--- config.mk ---
export PLATFORM = sky130hd
export DESIGN_NAME = apu_sweep_ctrl
export DESIGN_NICKNAME = d
export VERILOG_FILES = /design/src/rtl/apu_pkg.sv /design/src/rtl/apu_sweep_channel.sv /design/src/rtl/apu_sweep_ctrl.sv
export SDC_FILE = /design/constraint.sdc
export NUM_CORES = 1
export LEC_CHECK = 0
export CAP_MARGIN = 20
export CORE_ASPECT_RATIO = 0.9
export CORE_MARGIN = 2
export CORE_UTILIZATION = 61
export DETAILED_ROUTE_END_ITERATION = 10
export DONT_BUFFER_PORTS = 1
export GPL_TIMING_DRIVEN = 0
export PLACE_DENSITY = 0.77
export SLEW_MARGIN = 25
export SYNTH_ARGS = -nofsm -noshare
export SYNTH_HDL_FRONTEND = slang
export SYNTH_HIERARCHICAL = 1
export SYNTH_SLANG_ARGS = --single-unit
--- constraint.sdc ---
create_clock -name clk -period 5.8 [get_ports clk]
set_input_delay 0.58 -clock clk [delete_from_list [all_inputs] [get_ports clk]]
set_output_delay 0.58 -clock clk [all_outputs]
set_load 0.03 [all_outputs]
--- src/rtl/apu_pkg.sv ---
// Shared types and constants for the APU pulse sweep / period timer block.
package apu_pkg;

  typedef struct packed {
    logic       en;
    logic [2:0] div_p;
    logic       neg;
    logic [2:0] shift;
  } sweep_reg_t;

  localparam int PERIOD_MIN       = 8;
  localparam int PERIOD_W_DEFAULT = 11;

endpackage

--- src/rtl/apu_sweep_channel.sv ---
// One pulse channel: period register, down-counting timer, sweep divider,
// sweep target computation and mute flag.
module apu_sweep_channel
  import apu_pkg::*;
#(
  parameter int PERIOD_W  = PERIOD_W_DEFAULT,
  parameter bit ONES_COMP = 1'b0
) (
  input  logic                clk,
  input  logic                reset_n,
  input  logic                apu_tick,
  input  logic                half_frame,
  input  logic                sweep_wr,
  input  logic                period_lo_wr,
  input  logic                period_hi_wr,
  input  logic [7:0]          wr_data,
  output logic                seq_clk,
  output logic                mute,
  output logic [PERIOD_W-1:0] period
);

  localparam logic [PERIOD_W-1:0] MIN_P = PERIOD_W'(PERIOD_MIN);

  logic [PERIOD_W-1:0] counter;
  logic [PERIOD_W-1:0] period_nxt;
  logic [PERIOD_W:0]   target;
  logic [2:0]          divider;
  logic                reload;
  logic                sweep_upd;
  sweep_reg_t          sweep;

  // Negative results only occur on paths that are muted anyway; clamp to zero.
  function automatic logic [PERIOD_W:0] calc_target(input logic [PERIOD_W-1:0] per,
                                                    input sweep_reg_t sw);
    logic signed [PERIOD_W+1:0] base;
    logic signed [PERIOD_W+1:0] delta;
    logic signed [PERIOD_W+1:0] diff;
    base  = $signed({2'b00, per});
    delta = $signed({2'b00, per >> sw.shift});
    if (!sw.neg) diff = base + delta;
    else         diff = base - delta - $signed({{(PERIOD_W+1){1'b0}}, ONES_COMP});
    if (diff < 0) calc_target = '0;
    else          calc_target = diff[PERIOD_W:0];
  endfunction

  assign target    = calc_target(period, sweep);
  assign mute      = (period < MIN_P) | (!sweep.neg & target[PERIOD_W]);
  assign sweep_upd = (divider == 3'd0) & sweep.en & (sweep.shift != 3'd0) & !mute;
  assign seq_clk   = apu_tick & (counter == '0);

  // CPU writes override only the bits they carry; the rest keep the sweep result.
  always_comb begin
    period_nxt = period;
    if (half_frame && sweep_upd) period_nxt = target[PERIOD_W-1:0];
    if (period_lo_wr) period_nxt[7:0] = wr_data;
    if (period_hi_wr) period_nxt[PERIOD_W-1:8] = wr_data[PERIOD_W-9:0];
  end

  always_ff @(posedge clk or negedge reset_n) begin
    if (!reset_n) begin
      period  <= '0;
      counter <= '0;
    end else begin
      period <= period_nxt;
      if (apu_tick) counter <= (counter == '0) ? period : counter - 1'b1;
    end
  end

  // A sweep write in the same cycle as a half-frame step lands last, so reload stays set.
  always_ff @(posedge clk or negedge reset_n) begin
    if (!reset_n) begin
      sweep   <= '0;
      divider <= '0;
      reload  <= 1'b0;
    end else begin
      if (half_frame) begin
        if (divider == 3'd0 || reload) begin
          divider <= sweep.div_p;
          reload  <= 1'b0;
        end else begin
          divider <= divider - 1'b1;
        end
      end
      if (sweep_wr) begin
        sweep  <= sweep_reg_t'(wr_data);
        reload <= 1'b1;
      end
    end
  end

endmodule

--- src/rtl/apu_sweep_ctrl.sv ---
// Multi-channel NES APU pulse sweep + period timer; one independent channel
// instance per pulse voice.
module apu_sweep_ctrl
  import apu_pkg::*;
#(
  parameter int                NUM_CH         = 2,
  parameter int                PERIOD_W       = PERIOD_W_DEFAULT,
  parameter logic [NUM_CH-1:0] ONES_COMP_MASK = 2'b01
) (
  input  logic                         clk,
  input  logic                         reset_n,
  input  logic                         apu_tick,
  input  logic                         half_frame,
  input  logic [NUM_CH-1:0]            sweep_wr,
  input  logic [NUM_CH-1:0]            period_lo_wr,
  input  logic [NUM_CH-1:0]            period_hi_wr,
  input  logic [7:0]                   wr_data,
  output logic [NUM_CH-1:0]            seq_clk,
  output logic [NUM_CH-1:0]            mute,
  output logic [NUM_CH*PERIOD_W-1:0]   period
);

  for (genvar i = 0; i < NUM_CH; i++) begin : g_ch
    apu_sweep_channel #(
      .PERIOD_W  (PERIOD_W),
      .ONES_COMP (ONES_COMP_MASK[i])
    ) u_ch (
      .clk          (clk),
      .reset_n      (reset_n),
      .apu_tick     (apu_tick),
      .half_frame   (half_frame),
      .sweep_wr     (sweep_wr[i]),
      .period_lo_wr (period_lo_wr[i]),
      .period_hi_wr (period_hi_wr[i]),
      .wr_data      (wr_data),
      .seq_clk      (seq_clk[i]),
      .mute         (mute[i]),
      .period       (period[i*PERIOD_W +: PERIOD_W])
    );
  end

endmodule
==> reports/summary.md, run 1 <==
Entering global routing, the biggest net connects 69 pins. Once detail routing completed, the nets flagged for antenna violations numbered 0. Setup violations remaining at the end of the flow were counted as 0. The run gives 2 as the number of buffers on the longest clock path.

The critical path crosses 12 cells after its start point. The max capacitance violation total is 0. The share of synthesized registers carrying an async set or reset was 100%. The initial DRC count is 635.

The run gives 5 as the count of TritonRoute iterations in the first routing pass. The average footprint of a synthesized cell was 8.47 um2. The tools report the minimum setup slack in the final design as 1.17 ns. Counting every instance in the synthesized netlist gives 792. Power spread over the standard cell area amounts to 365 nW/um2. Detailed routing inserted a total of 6053 vias. On the critical path the largest part of the delay comes from compound AO/OA/AOI/OAI gates.

The fraction of the core area covered by cells at the end of the flow was 67.1%. The filler cell count in the final layout was 869; the post-cts gate resize count was 0. By startpoint and endpoint, the worst setup path is classified as reg2out.

The number of input and output port buffers inserted was 0; the period utilization was 79.8%. Subtracting the final worst setup slack from the clock period gives 4.63 ns. Wires add up to 17900 um. The tools report the routability-driven placement congestion ratio as 0.935. In this run the worst path has a maximum fanout of 10. Number of placement rows: 36. Clock-pin slew was measured on the worst setup and hold paths at 0.06 ns.

In the synthesized netlist the dominant register cell turns out to be sky130_fd_sc_hd__dfrtp_1. The number of setup buffers added after CTS is 0. Type of the most critical hold path: in2async.

The sequential cell area came out at 1700 um2. The initial antenna violation count was 0; the clock insertion delay at the later pin of the skew report was 0.33 ns. The logs give 0 for the antenna cell count and 867 for the number of nets produced by synthesis.

The slew at the pin with the worst max-slew slack is 0.835 ns. For this design the static power due to leakage is 3.24 nW. Once detailed placement completed, the half-perimeter wirelength came to 13300 um.

Die width: 115 um. The post-route netlist has 12.1% of its cells at a drive strength greater than 1. The design draws 2.64 mW. Area growth from synthesis to layout: 7.70%.

The clock tree synthesis step divided the H-tree into 3 levels. The worst slack on hold paths came out at 0.134 ns. After detailed placement, the design holds a cell count of 925. The synthesized design contains 0 enable-type register cells. The tree is rooted in a sky130_fd_sc_hd__clkbuf_16.

The final layout contains 879 nets. VDD sags by at most 0.000224 V. The run finished with clean final reports. Sequential cells were found to cover 25.4% of the synthesized design area. For this run, the number of Yosys warnings is 6. Among all stages on the critical path, the largest delay is contributed by sky130_fd_sc_hd__buf_1.

After synthesis the cells add up to 6710 um2. The clock skew was 0.00448 ns; the via count of the first global-routing pass was 5798. Setup repair after global routing left no endpoint under its margin. Measured in cells, the most critical reg-to-reg path has a length of 16.

Global routing used 30.7% of the available tracks. The achievable frequency came out at 0.216 GHz. The accumulated negative setup slack came out at 0 ns. Count of hold buffers inserted by post-cts repair: 1.

The synthesized design contains 68 register bits. Counting both buffers and inverters, the worst setup path holds a total of 3. The tools report the core area as 10800 um2. TritonCTS built the clock tree. Counting distinct cell types in the post-synthesis netlist gives 84. STA classifies the critical path endpoint as an output pin. The final non-filler cell area was 7230 um2; the total global routing overflow was 0.

The die covers 11900 um2. Wire length of the first global-routing pass: 29400 um. Headroom to the max-slew limit came out at 43.7%. The worst setup path is launched from a register. The tools report the count of final max-slew check failures as 0. The worst setup timing slack at the placement stage is 1.29 ns, and the number of clock sinks seen by CTS is 68.

The critical path data arrival time was 4.05 ns; the clock buffer count from CTS was 9. The die boundary height works out to 104 um. For the worst setup path, the data required time is 5.22 ns. The logs give 0 for the number of design rule violations left after detail routing and 44 for the number of I/O pins. In the final layout, the multi-input gates occupy 4510 um2.

The count of cells in the finished layout, fillers not included, comes to 942. In this design, the stage delay of the slowest critical-path cell is 0.46 ns. For this configuration, the core starts out at a cell density of 62.3%. Walking the worst path, the cells encountered are clkbuf_1, buf_1, mux2i_1, mux2i_1, a21oi_1, ha_1, nand2b_1, a221oi_1, o211ai_1, a21oi_1, o21ai_1, inv_1. Summing all placed instances gives a cell area of 6880 um2. After detailed routing, the number of vias per cell comes to 6.43. After detailed routing, the average wire length per cell comes to 19.0 um. For the hold violation total from the final report, the log shows 0.
==> report_power, final <==
part	internal, mW	switching, mW
Clock	0.379	0.198
Sequential	0.572	0.166
Combinational	0.549	0.772
==> cells by family after synthesis <==
family / share of synthesized area, %
AOI/OAI and AO/OA: 23.7
xor gates and xnor gates: 4.46
adders and majority gates: 11.1
buffers and inverters: 7.44
DFF: 25.4
muxes: 8.52
and+or+nand+nor: 19.4
==> metal layers <==
layer  GRT usage [%]  vias up  wire length [um]
met1            44.4     2921              8030
met2            47.5      223              8160
met4            9.67        0               390
li1                -     2876                 -
met3            4.10       33              1280
met5               0        -                 0
==> cell usage after synthesis, types with 6 or more instances <==
master | instances | share of area [%]
sky130_fd_sc_hd__inv_1 | 74 | 4.1
sky130_fd_sc_hd__and3_1 | 7 | 0.65
sky130_fd_sc_hd__nand2_1 | 54 | 3.0
sky130_fd_sc_hd__nor4_1 | 11 | 1.0
sky130_fd_sc_hd__nor3_1 | 26 | 1.9
sky130_fd_sc_hd__or3_1 | 11 | 1.0
sky130_fd_sc_hd__a21oi_2 | 9 | 1.2
sky130_fd_sc_hd__dfrtp_1 | 68 | 25
sky130_fd_sc_hd__mux2i_1 | 29 | 4.3
sky130_fd_sc_hd__ha_1 | 53 | 9.9
sky130_fd_sc_hd__nand2b_1 | 19 | 1.8
sky130_fd_sc_hd__o31ai_1 | 9 | 1.0
sky130_fd_sc_hd__buf_6 | 6 | 1.0
sky130_fd_sc_hd__a211oi_1 | 6 | 0.67
sky130_fd_sc_hd__o21ai_0 | 39 | 2.9
sky130_fd_sc_hd__a221oi_1 | 12 | 1.6
sky130_fd_sc_hd__or2_2 | 6 | 0.56
sky130_fd_sc_hd__xnor2_1 | 28 | 3.7
sky130_fd_sc_hd__o211ai_1 | 6 | 0.67
sky130_fd_sc_hd__nor2_1 | 44 | 2.5
sky130_fd_sc_hd__a21o_1 | 12 | 1.3
sky130_fd_sc_hd__mux2_2 | 15 | 2.5
sky130_fd_sc_hd__nor2b_1 | 18 | 1.7
sky130_fd_sc_hd__nand3_1 | 19 | 1.4
sky130_fd_sc_hd__a22oi_1 | 6 | 0.67
sky130_fd_sc_hd__clkbuf_1 | 18 | 1.0
sky130_fd_sc_hd__a21oi_1 | 66 | 4.9
==> cell type report <==
type                            instances  share of cell area [%]
Inverter                               77                    4.00
Clock inverter                          3                   0.589
Tap cell                              133                    2.30
Clock buffer                           13                    3.88
Timing Repair Buffer                    1                   0.381
Multi-Input combinational cell        611                    62.4
Sequential cell                        68                    23.5
Buffer                                 36                    2.91
==> state kept, by name (all words and copies together), names as in the netlist <==
signal / cells
g_ch.u_ch/sweep: 16
g_ch.u_ch/period: 22
g_ch.u_ch/reload: 2
g_ch.u_ch/counter: 22
g_ch.u_ch/divider: 6
==> layout by cell type, fill, tap and decap left out, types with 5 or more instances in the layout <==
cell type | synthesis | routed
sky130_fd_sc_hd__a22oi_1 | 6 | 6
sky130_fd_sc_hd__a21oi_1 | 66 | 66
sky130_fd_sc_hd__and3_1 | 7 | 7
sky130_fd_sc_hd__nor2b_1 | 18 | 18
sky130_fd_sc_hd__mux2_2 | 15 | 15
sky130_fd_sc_hd__o31ai_1 | 9 | 9
sky130_fd_sc_hd__or3_1 | 11 | 11
sky130_fd_sc_hd__clkbuf_8 | 2 | 6
sky130_fd_sc_hd__mux4_2 | 5 | 5
sky130_fd_sc_hd__clkbuf_1 | 18 | 18
sky130_fd_sc_hd__nor3_1 | 26 | 26
sky130_fd_sc_hd__inv_1 | 74 | 74
sky130_fd_sc_hd__buf_6 | 6 | 6
sky130_fd_sc_hd__a221oi_1 | 12 | 12
sky130_fd_sc_hd__ha_1 | 53 | 53
sky130_fd_sc_hd__o221ai_1 | 5 | 5
sky130_fd_sc_hd__or2_2 | 6 | 6
sky130_fd_sc_hd__nand2b_1 | 19 | 19
sky130_fd_sc_hd__a21o_1 | 12 | 12
sky130_fd_sc_hd__nand3b_1 | 5 | 5
sky130_fd_sc_hd__nor2_1 | 44 | 44
sky130_fd_sc_hd__clkbuf_16 | 0 | 9
sky130_fd_sc_hd__xnor2_1 | 28 | 28
sky130_fd_sc_hd__nor4_1 | 11 | 11
sky130_fd_sc_hd__a211oi_1 | 6 | 6
sky130_fd_sc_hd__a21oi_2 | 9 | 9
sky130_fd_sc_hd__nand2_1 | 54 | 54
sky130_fd_sc_hd__mux2i_1 | 29 | 29
sky130_fd_sc_hd__o21ai_0 | 39 | 39
sky130_fd_sc_hd__o211ai_1 | 6 | 6
sky130_fd_sc_hd__nand3_1 | 19 | 19
sky130_fd_sc_hd__dfrtp_1 | 68 | 68
sky130_fd_sc_hd__a31oi_1 | 5 | 5
==> worst paths after layout <==
kind | start | to | slack [ns]
worst max-delay path | g_ch[0].u_ch/sweep[1]$_DFFE_PN0P_ | mute[0] | 1.17
worst min-delay path | reset_n | g_ch[0].u_ch/counter[3]$_DFFE_PN0P_ | 0.13
worst max register to register | g_ch[0].u_ch/sweep[1]$_DFFE_PN0P_ | g_ch[0].u_ch/period[4]$_DFFE_PN0P_ | 1.18
worst min register to register | g_ch[1].u_ch/sweep[4]$_DFFE_PN0P_ | g_ch[1].u_ch/sweep[4]$_DFFE_PN0P_ | 0.51
max in group asynchronous | reset_n | g_ch[1].u_ch/period[7]$_DFFE_PN0P_ | 5.41
min in group clk | wr_data[3] | g_ch[0].u_ch/sweep[3]$_DFFE_PN0P_ | 0.38
No activity file was read; power rests on OpenSTA's default activity.
==> inputs of run 2 (changes only) <==
==> constraint.sdc (replaced) <==
create_clock -name clk -period 4.8 [get_ports clk]
set_input_delay 0.48 -clock clk [delete_from_list [all_inputs] [get_ports clk]]
set_output_delay 0.48 -clock clk [all_outputs]
set_load 0.03 [all_outputs]
==> reports/summary.md, run 2 (synthesis gave the netlist of run 1 again) <==
The flow ran to the end, and the final reports show no timing, DRC or antenna violations. The hold violation total from the final report was 0; the initial antenna violation count was 0. Once the floorplan was initialized, standard cells occupied 62.3% of the core.

During placement, the flow inserted port buffers numbering 0. The signal on the critical path passes through clkbuf_1, clkbuf_1, mux2i_1, a21oi_1, mux2i_1, ha_1, and2b_2, o21ai_1, a2111oi_4, or3_2. Of all nets on the critical path, the largest fanout is 10.

The worst path required time came out at 4.32 ns. The floorplan has 36 rows. Buffers added to address setup during post-CTS repair amount to 0. Global routing finished with a remaining overflow of 0. In this run the deepest clock path goes through 2 buffers.

The initial DRC count is 588. The detailed placer's ending HPWL is 13300 um, and the relative slew slack is 44.3%. The static leakage is 3.24 nW. The tools report the number of design rule violations left after detail routing as 0. The detail route stage leaves a number of antenna-violating nets equal to 0. For the via count of the first global-routing pass, the log shows 5798. The slowest stage of the critical path belongs to the cell sky130_fd_sc_hd__or3_2.

For the max capacitance violation total, the log shows 0. The worst-case IR drop observed on VDD is 0.000271 V. The logs give 9 for the clock buffer count from CTS and 3 for the level count of the clock H-tree. The core area was 10800 um2. Class of the most critical setup path: reg2out. The run gives 879 as the net count of the finished layout. The logs give 0 for the count of final max-slew check failures and 68 for the number of clock sinks seen by CTS. The type of the most critical hold path was in2async.

STA classifies the critical path startpoint as a register. The worst path in the final design needs a cycle of 4.42 ns, including I/O delays and setup. Entering global routing, the biggest net connects 69 pins. The congestion estimate from routability-driven global placement came to 0.935. For this run, the slowest stage of the critical path takes 0.60 ns.

At the pin with the least slew margin, the transition time is 0.827 ns. Setup total negative slack on the finished layout was measured at 0 ns. The floorplan step defined a die boundary enclosing 11900 um2. From synthesis to final layout, the design area changed by 7.77%.

For this block, the via count after detailed routing is 6067. Global routing used 30.7% of the available tracks. Setup slack closes at 0.384 ns.

From left edge to right edge, the die measures 115 um. Data on the critical path arrives at its endpoint at 3.94 ns. The average routed wire per standard cell was 19.0 um; the clock skew was 0.00476 ns.

In the routed layout, each cell is associated on average with a via count of 6.44. TritonCTS built the clock tree. The pre-antenna-repair detailed-routing pass consisted of 5 iterations. The ratio of cells with drive above 1 in the final layout works out to 12.4%. For this design the ratio of total power to cell area is 440 nW/um2. Summed over all layers, the routed wires come to 17900 um.

Timing would allow up to 0.226 GHz. After layout, the worst path uses 92.0% of the clock period. In this run the vertical extent of the chip is 104 um. For the worst-skew pair, the clock arrives at the later sink with an insertion delay of 0.33 ns. During I/O placement, the number of pins put on the boundary was 44. 0 antenna diodes ended up in the layout. The clock transition at the registers of the reported paths is 0.06 ns. Leaving out fill and tap cells, the most frequent cells in the layout are sky130_fd_sc_hd__inv_1 (74), sky130_fd_sc_hd__dfrtp_1 (68), sky130_fd_sc_hd__a21oi_1 (65). Setup violations remaining at the end of the flow were counted as 0. The tools report the worst setup timing slack at the placement stage as 0.288 ns.

Leaving out fill and tap cells, the most frequent cell in the layout is sky130_fd_sc_hd__inv_1. The worst setup path is captured at an output pin. The first global-routing pass estimated 29400 um of wire.

In the final layout, the registers with the most flip-flops are g_ch.u_ch/counter: 22 flops, g_ch.u_ch/period: 22 flops, g_ch.u_ch/sweep: 16 flops. Setup repair after global routing left no endpoint under its margin. The tree is rooted in a sky130_fd_sc_hd__clkbuf_16.
==> run 2: changes by cell type in the layout (fill, tap and decap cells not counted) <==
| cell | delta |
|---|---|
| sky130_fd_sc_hd__buf_1 | -1 |
| sky130_fd_sc_hd__a21oi_2 | +1 |
| sky130_fd_sc_hd__clkbuf_2 | +1 |
| sky130_fd_sc_hd__a21oi_1 | -1 |
==> run 2: layer usage <==
metal  wire length, um  vias to the layer above  GRT usage (%)
met4               362                        0           9.67
met5                 0                        -              0
met1              8020                     2931           44.4
li1                  -                     2877              -
met3              1270                       32           4.10
met2              8220                      227           47.5
==> run 2: path summary, 6_finish.rpt <==
check / from / endpoint / slack [ns] / depth (start not counted)
max reg2reg: g_ch[0].u_ch/sweep[1]$_DFFE_PN0P_ / g_ch[0].u_ch/period[7]$_DFFE_PN0P_ / 0.39 / 17
min: reset_n / g_ch[0].u_ch/counter[4]$_DFFE_PN0P_ / 0.03 / 1
min in group clk: wr_data[3] / g_ch[0].u_ch/sweep[3]$_DFFE_PN0P_ / 0.27 / 2
min reg2reg: g_ch[1].u_ch/sweep[4]$_DFFE_PN0P_ / g_ch[1].u_ch/sweep[4]$_DFFE_PN0P_ / 0.51 / 1
max in group asynchronous: reset_n / g_ch[1].u_ch/sweep[0]$_DFFE_PN0P_ / 4.50 / 1
max: g_ch[1].u_ch/sweep[1]$_DFFE_PN0P_ / mute[1] / 0.38 / 10
==> run 2: power by group <==
part	internal (mW)	switching (mW)	total, mW
Combinational	0.664	0.931	1.60
Clock	0.458	0.238	0.696
Sequential	0.691	0.201	0.892
==> run 2: layout make-up <==
type                            instances  area [um2]
Clock buffer                           13         280
Multi-Input combinational cell        611        4510
Fill cell                             868        3530
Clock inverter                          3        42.5
Sequential cell                        68        1700
Buffer                                 36         211
Tap cell                              133         166
Timing Repair Buffer                    1        27.5
Inverter                               77         289
==> run 2: worst max-delay path: cells and delay by family (launching register included) <==
family	cells	cell delay, ns
AND/OR/NAND/NOR	2	0.82
buffers and inverters	2	0.76
AO/OA/AOI/OAI	3	0.70
flip-flops	1	0.33
adder cells (fa/ha/maj)	1	0.23
multiplexers	2	0.77
==> run 2: stage by stage <==
| step | util (%) | cells | hold slack, ns | instance area (um2) | power, mW |
|---|---|---|---|---|---|
| 2_1_floorplan | - | 792 | 0.184 | 6710 | 2.09 |
| 3_3_place_gp | 63.9 | 925 | 0.186 | 6880 | 2.35 |
| 3_5_place_dp | 63.9 | 925 | 0.186 | 6880 | 2.43 |
| 4_1_cts | 67.1 | 942 | 0.0371 | 7230 | 3.16 |
| 5_1_grt | 67.2 | 942 | 0.0462 | 7230 | 3.40 |
| 6_report | 67.2 | 942 | 0.0346 | 7230 | 3.18 |
==> run 2: repair_timing <==
action,CTS,global route
hold buffers,1,0
endpoints found under the setup margin,0,10
hold endpoints to repair,68,0
resized for setup,0,2
==> inputs of run 3 (changes only) <==
--- a/config.mk
+++ b/config.mk
@@ -8,11 +8,9 @@
 export CAP_MARGIN = 20
 export CORE_ASPECT_RATIO = 0.9
 export CORE_MARGIN = 2
-export CORE_UTILIZATION = 61
+export CORE_UTILIZATION = 50
 export DETAILED_ROUTE_END_ITERATION = 10
 export DONT_BUFFER_PORTS = 1
-export GPL_TIMING_DRIVEN = 0
-export PLACE_DENSITY = 0.77
 export SLEW_MARGIN = 25
 export SYNTH_ARGS = -nofsm -noshare
 export SYNTH_HDL_FRONTEND = slang
==> reports/summary.md, run 3 (synthesis gave the netlist of run 1 again) <==
The count of final max-slew check failures came out at 0. The number of buffers inserted to repair setup after CTS is 0, and the die width is 126 um. The tools report the clock insertion delay at the later pin of the skew report as 0.33 ns.

The floorplan step defined a core boundary enclosing 13200 um2. After routing, the total negative slack on setup checks comes to 0 ns. The clock transition at the registers of the reported paths works out to 0.05 ns.

The signal on the critical path passes through mux2i_1, mux2i_1, a21oi_1, ha_1, nand2b_1, a221oi_1, o211ai_1, a21oi_1, o21ai_1, inv_1. The area growth from synthesis to layout is 5.37%. For the hold violation total from the final report, the log shows 0. Total global routing overflow: 0.

Setup violations remaining at the end of the flow were counted as 0. Once routing completed, OpenROAD measured the worst setup slack at 0.611 ns. STA classifies the critical path endpoint as an output pin. Power per cell area: 433 nW/um2. The number of antenna diodes in the final layout is 0.

IR analysis of the VDD net gives a maximum drop of 0.000294 V. The finished layout holds 945 standard cells, fillers aside. The initial antenna violation count was 1; the static leakage was 3.16 nW. Worst path required time: 4.32 ns. The pre-antenna-repair detailed-routing pass consisted of 5 iterations. Once layout is done, the placed cells without fillers occupy 7070 um2. After detailed placement, the total cell area comes to 6740 um2. Measured along the y axis, the die boundary spans 114 um. Timing analysis after detailed placement gives a worst setup slack of 0.706 ns. The H-tree was split into 3 levels. The library cells used most frequently in the layout, excluding fill and tap cells, are sky130_fd_sc_hd__inv_1 (74), sky130_fd_sc_hd__dfrtp_1 (68), sky130_fd_sc_hd__a21oi_1 (66). The internal power contribution is 1.75 mW. The tools report the initial core utilization as 50.8%. Startpoint kind of the worst setup timing path: a register. Data arrives at the worst endpoint at 3.71 ns. The routed design could run at a clock period as short as 4.19 ns. The highest net fanout along the worst path is 17, and the wire length reported by the detailed router is 17700 um.

Setup repair after global routing left no endpoint under its margin. The first global-routing pass estimated 28900 um of wire. The congestion estimate from routability-driven global placement came to 0.967. Per report_power, the sequential group accounts for 29.6% of the total. Summed over all nets, the half-perimeter wirelength after detailed placement is 13200 um. The achievable frequency was 0.239 GHz; the clock buffer count from CTS was 9. The critical path is of the reg2out type.

Among all stages on the critical path, the largest delay is contributed by sky130_fd_sc_hd__dfrtp_1. The logs give 68 for the number of clock sinks seen by CTS and 928 for the number of instances in the placed design. Entering global routing, the biggest net connects 69 pins. The average routed wire per standard cell was 18.7 um. The count of buffers added on input and output ports is 0. Clock skew on the completed layout was measured at 0.00684 ns.

Summed over all nets, the switching power comes to 1.31 mW. The run gives 21.7% as the part of the power in the clock network. The worst hold path belongs to the class in2async.

The initial DRC count is 410. For the portion of total power attributed to combinational logic, the log shows 48.7%. Max-cap violations in this run came to 0. The net count of the finished layout came out at 847. In the final layout, the registers with the most flip-flops are g_ch.u_ch/counter: 22 flops, g_ch.u_ch/period: 22 flops, g_ch.u_ch/sweep: 16 flops.

After layout, the worst path uses 87.3% of the clock period. The relative slew slack came out at 44.0%. Most common cell after layout, fill and taps aside: sky130_fd_sc_hd__inv_1. In this design, the stage delay of the slowest critical-path cell is 0.73 ns. In this run switching power makes up 42.8% of total power.

The number of antenna-violating nets in the routed design was 0. TritonCTS built the clock tree. The ratio of cells with drive above 1 in the final layout was 11.3%. The buffer cell driving the clock tree root is sky130_fd_sc_hd__clkbuf_16. The clock passes through at most 2 buffers. The initialized floorplan defines 40 standard-cell rows. The overall routing resource usage was 24.7%. The routed layout has 5808 vias.

The via count of the first global-routing pass was 5654; the slew at the pin with the worst max-slew slack was 0.838 ns. The die area was 14400 um2; the number of design rule violations left after detail routing was 0. The tools report the number of I/O pins as 44. The average via count per standard cell works out to 6.15.

Across all hold checks on the routed design, the worst slack comes to 0.0318 ns. The flow ran to the end, and the final reports show no timing, DRC or antenna violations.
==> run 3: worst paths after layout <==
check | cells past startpoint | start | end | slack (ns)
worst max-delay path | 10 | g_ch[0].u_ch/sweep[1]$_DFFE_PN0P_ | mute[0] | 0.61
min in group clk | 1 | period_lo_wr[0] | g_ch[0].u_ch/period[4]$_DFFE_PN0P_ | 0.23
max in group asynchronous | 1 | reset_n | g_ch[1].u_ch/divider[1]$_DFFE_PN0P_ | 4.48
worst min-delay path | 1 | reset_n | g_ch[0].u_ch/period[1]$_DFFE_PN0P_ | 0.03
worst max register to register | 14 | g_ch[0].u_ch/sweep[1]$_DFFE_PN0P_ | g_ch[0].u_ch/period[2]$_DFFE_PN0P_ | 0.67
worst min register to register | 1 | g_ch[0].u_ch/sweep[7]$_DFFE_PN0P_ | g_ch[0].u_ch/sweep[7]$_DFFE_PN0P_ | 0.51
==> run 3: critical path, delay by kind of cell (launching register included) <==
family                   cells  cell delay, ns
multiplexers                 2            0.50
AO/OA/AOI/OAI                5            1.37
buffers and inverters        1            0.27
adder cells (fa/ha/maj)      1            0.33
flip-flops                   1            0.73
AND/OR/NAND/NOR              1            0.16
==> run 3: timing repair <==
item / CTS / global route
endpoints found under the hold margin: 68 / 0
resized for setup: 0 / 0
hold buffers: 1 / 0
==> run 3: stage by stage <==
stage               total power, mW  util (%)
CTS                            3.06      53.5
detailed placement             2.37      51.0
finish                         3.06      53.5
global route                   3.28      53.5
floorplan                      2.09         -
global placement               2.34      51.0
==> run 3: power groups by stage <==
stage	logic, mW	clock network, mW	registers (mW)
2_1_floorplan	1.25	0	0.841
3_3_place_gp	1.43	0	0.909
3_5_place_dp	1.46	0	0.912
4_1_cts	1.48	0.678	0.903
5_1_grt	1.66	0.699	0.927
6_report	1.49	0.664	0.905
==> run 3: final cells by class <==
class                      count  area [um2]
clock buffer                  11         253
inverter                      77         289
fill                        1224        6140
sequential                    68        1700
tap                          168         210
clock inverter                 5        50.0
timing repair buffer           5        57.6
multi-input combinational    611        4510
==> run 3: layer usage <==
layer / routed length, um / vias to the layer above / GRT usage [%]
li1: - / 2824 / -
met1: 7620 / 2772 / 31.2
met2: 8540 / 170 / 42.4
met3: 1050 / 40 / 5.21
met4: 454 / 2 / 7.99
met5: 13 / - / 0
